**src/rtl/i8255_pkg.sv**
```systemverilog
// Shared definitions for the i8255 handshake ports: FSM state encoding and default port width.
package i8255_pkg;

  localparam int DEFAULT_WIDTH = 8;

  typedef enum logic [1:0] {
    ST_EMPTY   = 2'd0,
    ST_STROBED = 2'd1,
    ST_FULL    = 2'd2,
    ST_READING = 2'd3
  } state_t;

endpackage : i8255_pkg

```
**src/rtl/i8255_sync2.sv**
```systemverilog
// Parameterised-width two-flop synchronizer with a configurable reset value.
module i8255_sync2 #(
  parameter int               WIDTH   = 1,
  parameter logic [WIDTH-1:0] RST_VAL = '0
) (
  input  logic             clk,
  input  logic             reset_n,
  input  logic [WIDTH-1:0] d,
  output logic [WIDTH-1:0] q
);

  logic [WIDTH-1:0] meta_q, meta_d;
  logic [WIDTH-1:0] sync_q, sync_d;

  always_comb begin
    meta_d = d;
    sync_d = meta_q;
  end

  // NOTE: non-blocking assignments here so both stages sample their pre-edge inputs and the chain really is two flops deep.
  always_ff @(posedge clk) begin
    if (!reset_n) begin
      meta_q <= RST_VAL;
      sync_q <= RST_VAL;
    end else begin
      meta_q <= meta_d;
      sync_q <= sync_d;
    end
  end

  assign q = sync_q;

endmodule : i8255_sync2

```
**src/rtl/i8255_strobed_in.sv**
```systemverilog
// Mode-1 strobed input port: latches the peripheral byte on stb_n fall and runs the IBF/INTR handshake.
// Define I8255_STB_SYNC_EN to put 2-flop synchronizers on stb_n and pin_d.
module i8255_strobed_in
  import i8255_pkg::*;
#(
  parameter int WIDTH = DEFAULT_WIDTH
) (
  input  logic             clk,
  input  logic             reset_n,
  input  logic [WIDTH-1:0] pin_d,
  input  logic             stb_n,
  input  logic             rd_n,
  input  logic             inte_we,
  input  logic             inte_d,
  output logic [WIDTH-1:0] dout,
  output logic             ibf,
  output logic             intr,
  output logic             inte,
  output logic             ovr
);

  logic             stb_s;
  logic [WIDTH-1:0] pin_s;

`ifdef I8255_STB_SYNC_EN
  i8255_sync2 #(.WIDTH(1), .RST_VAL(1'b1)) u_stb_sync (
    .clk     (clk),
    .reset_n (reset_n),
    .d       (stb_n),
    .q       (stb_s)
  );

  i8255_sync2 #(.WIDTH(WIDTH), .RST_VAL('0)) u_pin_sync (
    .clk     (clk),
    .reset_n (reset_n),
    .d       (pin_d),
    .q       (pin_s)
  );
`else
  assign stb_s = stb_n;
  assign pin_s = pin_d;
`endif

  state_t           state_q, state_d;
  logic             stb_prev_q, stb_prev_d;
  logic             rd_prev_q, rd_prev_d;
  logic [WIDTH-1:0] dout_q, dout_d;
  logic             inte_en_q, inte_en_d;
  logic             ovr_q, ovr_d;

  logic stb_fall, stb_rise, rd_fall, rd_rise;

  always_comb begin
    stb_fall = stb_prev_q & ~stb_s;
    stb_rise = ~stb_prev_q & stb_s;
    rd_fall  = rd_prev_q & ~rd_n;
    rd_rise  = ~rd_prev_q & rd_n;
  end

  // NOTE: every output of this block gets a default first, so no path leaves a signal unassigned and no latch is inferred.
  always_comb begin
    state_d    = state_q;
    dout_d     = dout_q;
    ovr_d      = ovr_q;
    inte_en_d  = inte_we ? inte_d : inte_en_q;
    stb_prev_d = stb_s;
    rd_prev_d  = rd_n;

    // A new strobe beats any read in progress, including a coincident rd_n rise.
    if (stb_fall) begin
      dout_d  = pin_s;
      state_d = ST_STROBED;
      if (state_q != ST_EMPTY) ovr_d = 1'b1;
    end else begin
      unique case (state_q)
        ST_STROBED: if (stb_rise) state_d = ST_FULL;
        ST_FULL:    if (rd_fall)  state_d = ST_READING;
        ST_READING: if (rd_rise) begin
          state_d = ST_EMPTY;
          ovr_d   = 1'b0;
        end
        default: ;
      endcase
    end
  end

  // History flops reset to 1 so an idle-high strobe is not seen as a fall after reset.
  always_ff @(posedge clk) begin
    if (!reset_n) begin
      state_q    <= ST_EMPTY;
      stb_prev_q <= 1'b1;
      rd_prev_q  <= 1'b1;
      dout_q     <= '0;
      inte_en_q  <= 1'b0;
      ovr_q      <= 1'b0;
    end else begin
      state_q    <= state_d;
      stb_prev_q <= stb_prev_d;
      rd_prev_q  <= rd_prev_d;
      dout_q     <= dout_d;
      inte_en_q  <= inte_en_d;
      ovr_q      <= ovr_d;
    end
  end

  assign dout = dout_q;
  assign ibf  = (state_q != ST_EMPTY);
  assign intr = (state_q == ST_FULL) & inte_en_q;
  assign inte = inte_en_q;
  assign ovr  = ovr_q;

endmodule : i8255_strobed_in

```
**config.mk**
```make
export PLATFORM = sky130hd
export DESIGN_NAME = i8255_strobed_in
export DESIGN_NICKNAME = d
export VERILOG_FILES = /design/src/rtl/i8255_pkg.sv /design/src/rtl/i8255_sync2.sv /design/src/rtl/i8255_strobed_in.sv
export SDC_FILE = /design/constraint.sdc
export NUM_CORES = 1
export LEC_CHECK = 0
export BUFFER_PORTS_ARGS = -buffer_cell sky130_fd_sc_hd__buf_4
export CORE_MARGIN = 5
export CORE_UTILIZATION = 50
export CTS_BUF_LIST = sky130_fd_sc_hd__clkbuf_4 sky130_fd_sc_hd__clkbuf_8
export DETAILED_ROUTE_END_ITERATION = 7
export GPL_ROUTABILITY_DRIVEN = 0
export GPL_TIMING_DRIVEN = 0
export MAX_ROUTING_LAYER = met4
export PLACE_DENSITY = 0.8
export SLEW_MARGIN = 20
export SYNTH_ARGS = -nofsm -noshare
export SYNTH_HDL_FRONTEND = slang
export SYNTH_SLANG_ARGS = --single-unit
```
**constraint.sdc**
```tcl
create_clock -name clk -period 2.15 [get_ports clk]
set_clock_uncertainty 0.2 [all_clocks]
set_input_delay 0.43 -clock clk [delete_from_list [all_inputs] [get_ports clk]]
set_output_delay 0.43 -clock clk [all_outputs]
set_load 0.005 [all_outputs]
```
Yosys cells after proc, flatten, opt, wreduce, memory -nomap -nowiden
Cells that the tools add are included.
{"block": "word_totals", "output_inout_bits": 12, "mem_count": 0, "word_cells": 45, "latch_bits": 0, "mem_bits_ro": 0, "reg_bits": 14, "inputBits": 14, "ram_bits": 0}
{"block": "op_classes", "n_addsub": 0, "shifts": 0, "div": 0, "n_mux": 9, "mul": 0, "bitwise_logic": 10, "n_lt_le_gt_ge": 0, "n_reduce_logical": 9, "n_eq_ne": 10}
{"cell": "3-bit inequality test (second input constant)", "n": 3}
{"cell": "2-bit inequality test (second input constant)", "n": 4}
{"cell": "4-bit AND reduction", "n": 2}
{"cell": "2-bit 2-to-1 mux", "n": 3}
{"cell": "2-bit case mux with 3 select lines", "n": 1}
{"cell": "2-bit nonzero test", "n": 3}
{"cell": "1-bit bitwise AND", "n": 5}
{"cell": "1-bit 2-to-1 mux", "n": 5}
{"cell": "1-bit NOT", "n": 5}
{"cell": "2-bit == test (second input constant)", "n": 2}
{"cell": "4-bit nonzero test", "n": 1}
{"cell": "3-bit AND reduction", "n": 1}
{"cell": "3-bit nonzero test", "n": 1}
{"cell": "2-bit by 1-bit == test with 1-bit output (second input constant)", "n": 1}
{"cell": "2-bit OR reduction", "n": 1}

Logic depth before layout (Yosys ltp)
{"block": "depth", "word_depth": 5, "depth_mapped": 8, "mapped_depth_nobuf": 6}

Worst setup path after synthesis
OpenSTA, ideal clock, no wires.
{"block": "synth_path", "kind": "input to register", "start": "input port stb_n", "end": "register state_q[0]", "stages": 8, "t_required_ns": 1.828, "setup_slack_ns": 0.527, "t_arrival_ns": 1.301, "setup_time_ns": 0.122, "path_cell_list": "inv_1 -> ha_1 -> buf_2 -> buf_2 -> a21oi_1 -> o21ai_0 -> o21ai_1 -> a21oi_1"}
{"block": "synth_between", "elab_chain_len": 4}
{"item": "from (decl)", "line_no": "i8255_strobed_in.sv:11", "source": "input logic stb_n,"}
{"item": "1-bit NOT", "line_no": "i8255_strobed_in.sv:54", "source": "stb_fall = stb_prev_q & ~stb_s;"}
{"item": "1-bit bitwise AND", "line_no": "i8255_strobed_in.sv:54"}
{"item": "3-bit inequality test (no source line) / 4-bit nonzero test (equally long branches)"}
{"item": "4-bit AND reduction (no source line)"}
{"item": "to (signal assigned)", "line_no": "i8255_strobed_in.sv:97", "source": "state_q <= state_d;"}
{"item": "to (decl)", "line_no": "i8255_strobed_in.sv:44", "source": "state_t state_q, state_d;"}
Several ways; a longest one is shown, not always the timed one.
A chain may end at the register's enable or synchronous reset.

Worst setup path in the final report
{"block": "layout_path", "start": "register state_q[0]", "end": "output port intr"}
{"block": "layout_between", "elab_chain_len": 2}
{"item": "2-bit == test", "line_no": "i8255_strobed_in.sv:108", "source": "assign intr = (state_q == ST_FULL) & inte_en_q;"}
{"item": "1-bit bitwise AND", "line_no": "i8255_strobed_in.sv:108"}
{"item": "to (decl)", "line_no": "i8255_strobed_in.sv:17", "source": "output logic intr,"}
Every way passes these cells.

==> impl_results.md <==
- Status: completed
- Slew Limit Fails: 0
- DP HPWL: 1.14 mm
- Gate count of the mapped netlist: 73
- Hold path depth: 2
- Design area: 947 um2
- Number of fill cells: 111
- Die area: 2290 um2
- Worst Path Buf+Inv: 2
- Pre-CTS WS: 0.298 ns
- Setup TNS Final: 0 ns
- First-pass GRT wire length: 2.39 mm
- Row Count: 13
- Reg2reg end: state_q[1]
- Clock latency at the later pin of the worst-skew pair: 0.26 ns
- Die H: 47.9 um
- PostCTS Resize Cnt: 0
- Number of global-route vias before repair: 630
- Fmax: 517 MHz
- Routed via count: 586
- Most common cell after layout, fill and taps aside: buf_4
- P per Cell Area: 778 nW/um2
- Max VDD drop: 0.436 mV
- Netlist cell types: 23
- Port Buffers: 25
- Fin nets: 125
- Startpoint of the worst hold path: rd_n
- CP Cell Sequence: inv_1, ha_1, and2_1, buf_4
- Max-Cap Viols: 0
- Worst r2r path cells: 5
- Final Hold Fails: 0
- Syn avg cell area: 9.84 um2
- Yosys warns: 0
- I/O pin count: 26
- Synth area leaders: dfxtp_1 (39%), ha_1 (14%), mux2i_1 (14%)
- Worst-margin pin slew: 0.368 ns
- CP Capture Type: output pin
- Syn nets: 95
- Avg WL per Cell: 12.1 um
- Asr flop ratio synth: 0%
- Hold buffers post-CTS: 0
- Total design power: 0.737 mW
- Non-Filler Instances: 116
- Area occupied by multi-input gates: 400 um2
- Setup Buffers After CTS: 0
- Worst slew margin: 75.5%
- Largest area contributor in the synthesized netlist: dfxtp_1
- Worst setup path startpoint: state_q[0]
- Dominant synthesized flop cell: dfxtp_1
- Layout area overhead: 31.9%
- Routed Antenna Nets: 0
- Reg2Reg Setup Slack: 0.47 ns
- CTS tree: yes
- Layout cells sized above 1: 32.7%
- Beginning of the worst register-to-register path: state_q[0]
- Cells after DPL: 113
- DRT Pass-1 Iters: 4
- DRC errors left: 0
- RSZ-0062 raised after global routing: false
- CP arrival: 1.30 ns
- Clk buf depth: 2
- Req. time, crit path: 1.52 ns
- Clock Pin Slew Worst Setup and Hold Paths: 0.08 ns
- Register area: 280 um2
- Final Cycle Share: 89.9%
- Slowest cell on the critical path: dfxtp_1
- CTS H-Tree Depth: 1
- DR iter-0 viols: 5
- Overall routing resource usage: 15.1%
- Layout Utilization: 71.0%
- Commonest non-fill, non-tap cells in the layout: buf_4 (25), dfxtp_1 (14), mux2i_1 (10), nor2b_1 (9), ha_1 (8)
- Core area: 1330 um2
- Worst-path fanout max: 4
- Inserted Clock Buffers: 3
- Critical path class: flip-flop to output pin
- Final setup violating endpoints: 0
- # diodes: 0
- Min Tclk post-route: 1.93 ns
- Hold EP: rd_prev_q
- Routed wire length: 1.41 mm
- Min Hold Slack: 0.157 ns
- Hold Path Class: input pin to flip-flop
- Root buf cell: clkbuf_4
- Grt ovf: 0
- Vias/cell: 5.05
- Clk sink count: 14
- Seq/Total Area, Yosys: 39.0%
- Worst setup margin: 0.217 ns
- Area fraction of the dominant cell type after synthesis: 39.0%
- Leakage: 0.467 nW
- CP delay by family, top: flip-flops
- Largest net degree at the start of global routing: 11
- Crit path launch type: flip-flop
- CP max stage delay: 0.39 ns
- Die X: 47.9 um
- EDFF count, synth: 0
- Mapped Area: 718 um2
- Initial core utilization: 53.8%
- FF+latch count, synth: 14
- Initial antenna violation count: 0
- Dpl cell area: 925 um2
## cell usage after synthesis, types with 2 or more instances
| master | number |
|---|---|
| mux2i_1 | 10 |
| dfxtp_1 | 14 |
| buf_2 | 2 |
| o21ai_1 | 2 |
| nand2_1 | 2 |
| nor2b_1 | 9 |
| nand2b_1 | 4 |
| a21oi_1 | 4 |
| inv_1 | 5 |
| ha_1 | 8 |
## flip-flops by register name, indices dropped and copies added (netlist names)
signal      count
state_q         2
rd_prev_q       1
dout            8
inte            1
stb_prev_q      1
ovr             1
## where the power goes
part | total [mW] | internal, mW | switching, mW
clock network | 0.139 | 0.0646 | 0.0741
registers | 0.318 | 0.292 | 0.0259
logic | 0.280 | 0.145 | 0.135
total | 0.737 | 0.502 | 0.235
## cells by family after synthesis
group	after synthesis	synth area share, %
AOI/OAI and AO/OA	11	10.3
adders and majority gates	8	13.9
buffers and inverters	9	5.23
DFF	14	39.0
muxes	10	13.9
and+or+nand+nor	21	17.6
## metal layers
layer	track usage (%)	vias to the layer above	part of all wire, %
met4	13.4	0	3.7
met5	-	-	0
met3	2.26	6	5.4
met2	21.1	18	47
met1	18.2	267	44
li1	-	295	-
## worst max-delay path by stage
stage,to,slack (ns),cells after the start
after detailed placement,state_q[0],0.30,7
final,intr,0.22,4
after floorplan,state_q[0],0.53,8
after global routing,intr,0.11,4
after global placement,state_q[0],0.31,9
after CTS,intr,0.21,4
## final cells by class
| type | count | area share, % |
|---|---|---|
| Inverter | 6 | 2.51 |
| Timing Repair Buffer | 25 | 19.8 |
| Clock buffer | 3 | 2.38 |
| Buffer | 3 | 1.45 |
| Multi-Input combinational cell | 50 | 42.3 |
| Sequential cell | 14 | 29.6 |
| Tap cell | 15 | 1.98 |
Power figures use the tool's default switching activity.
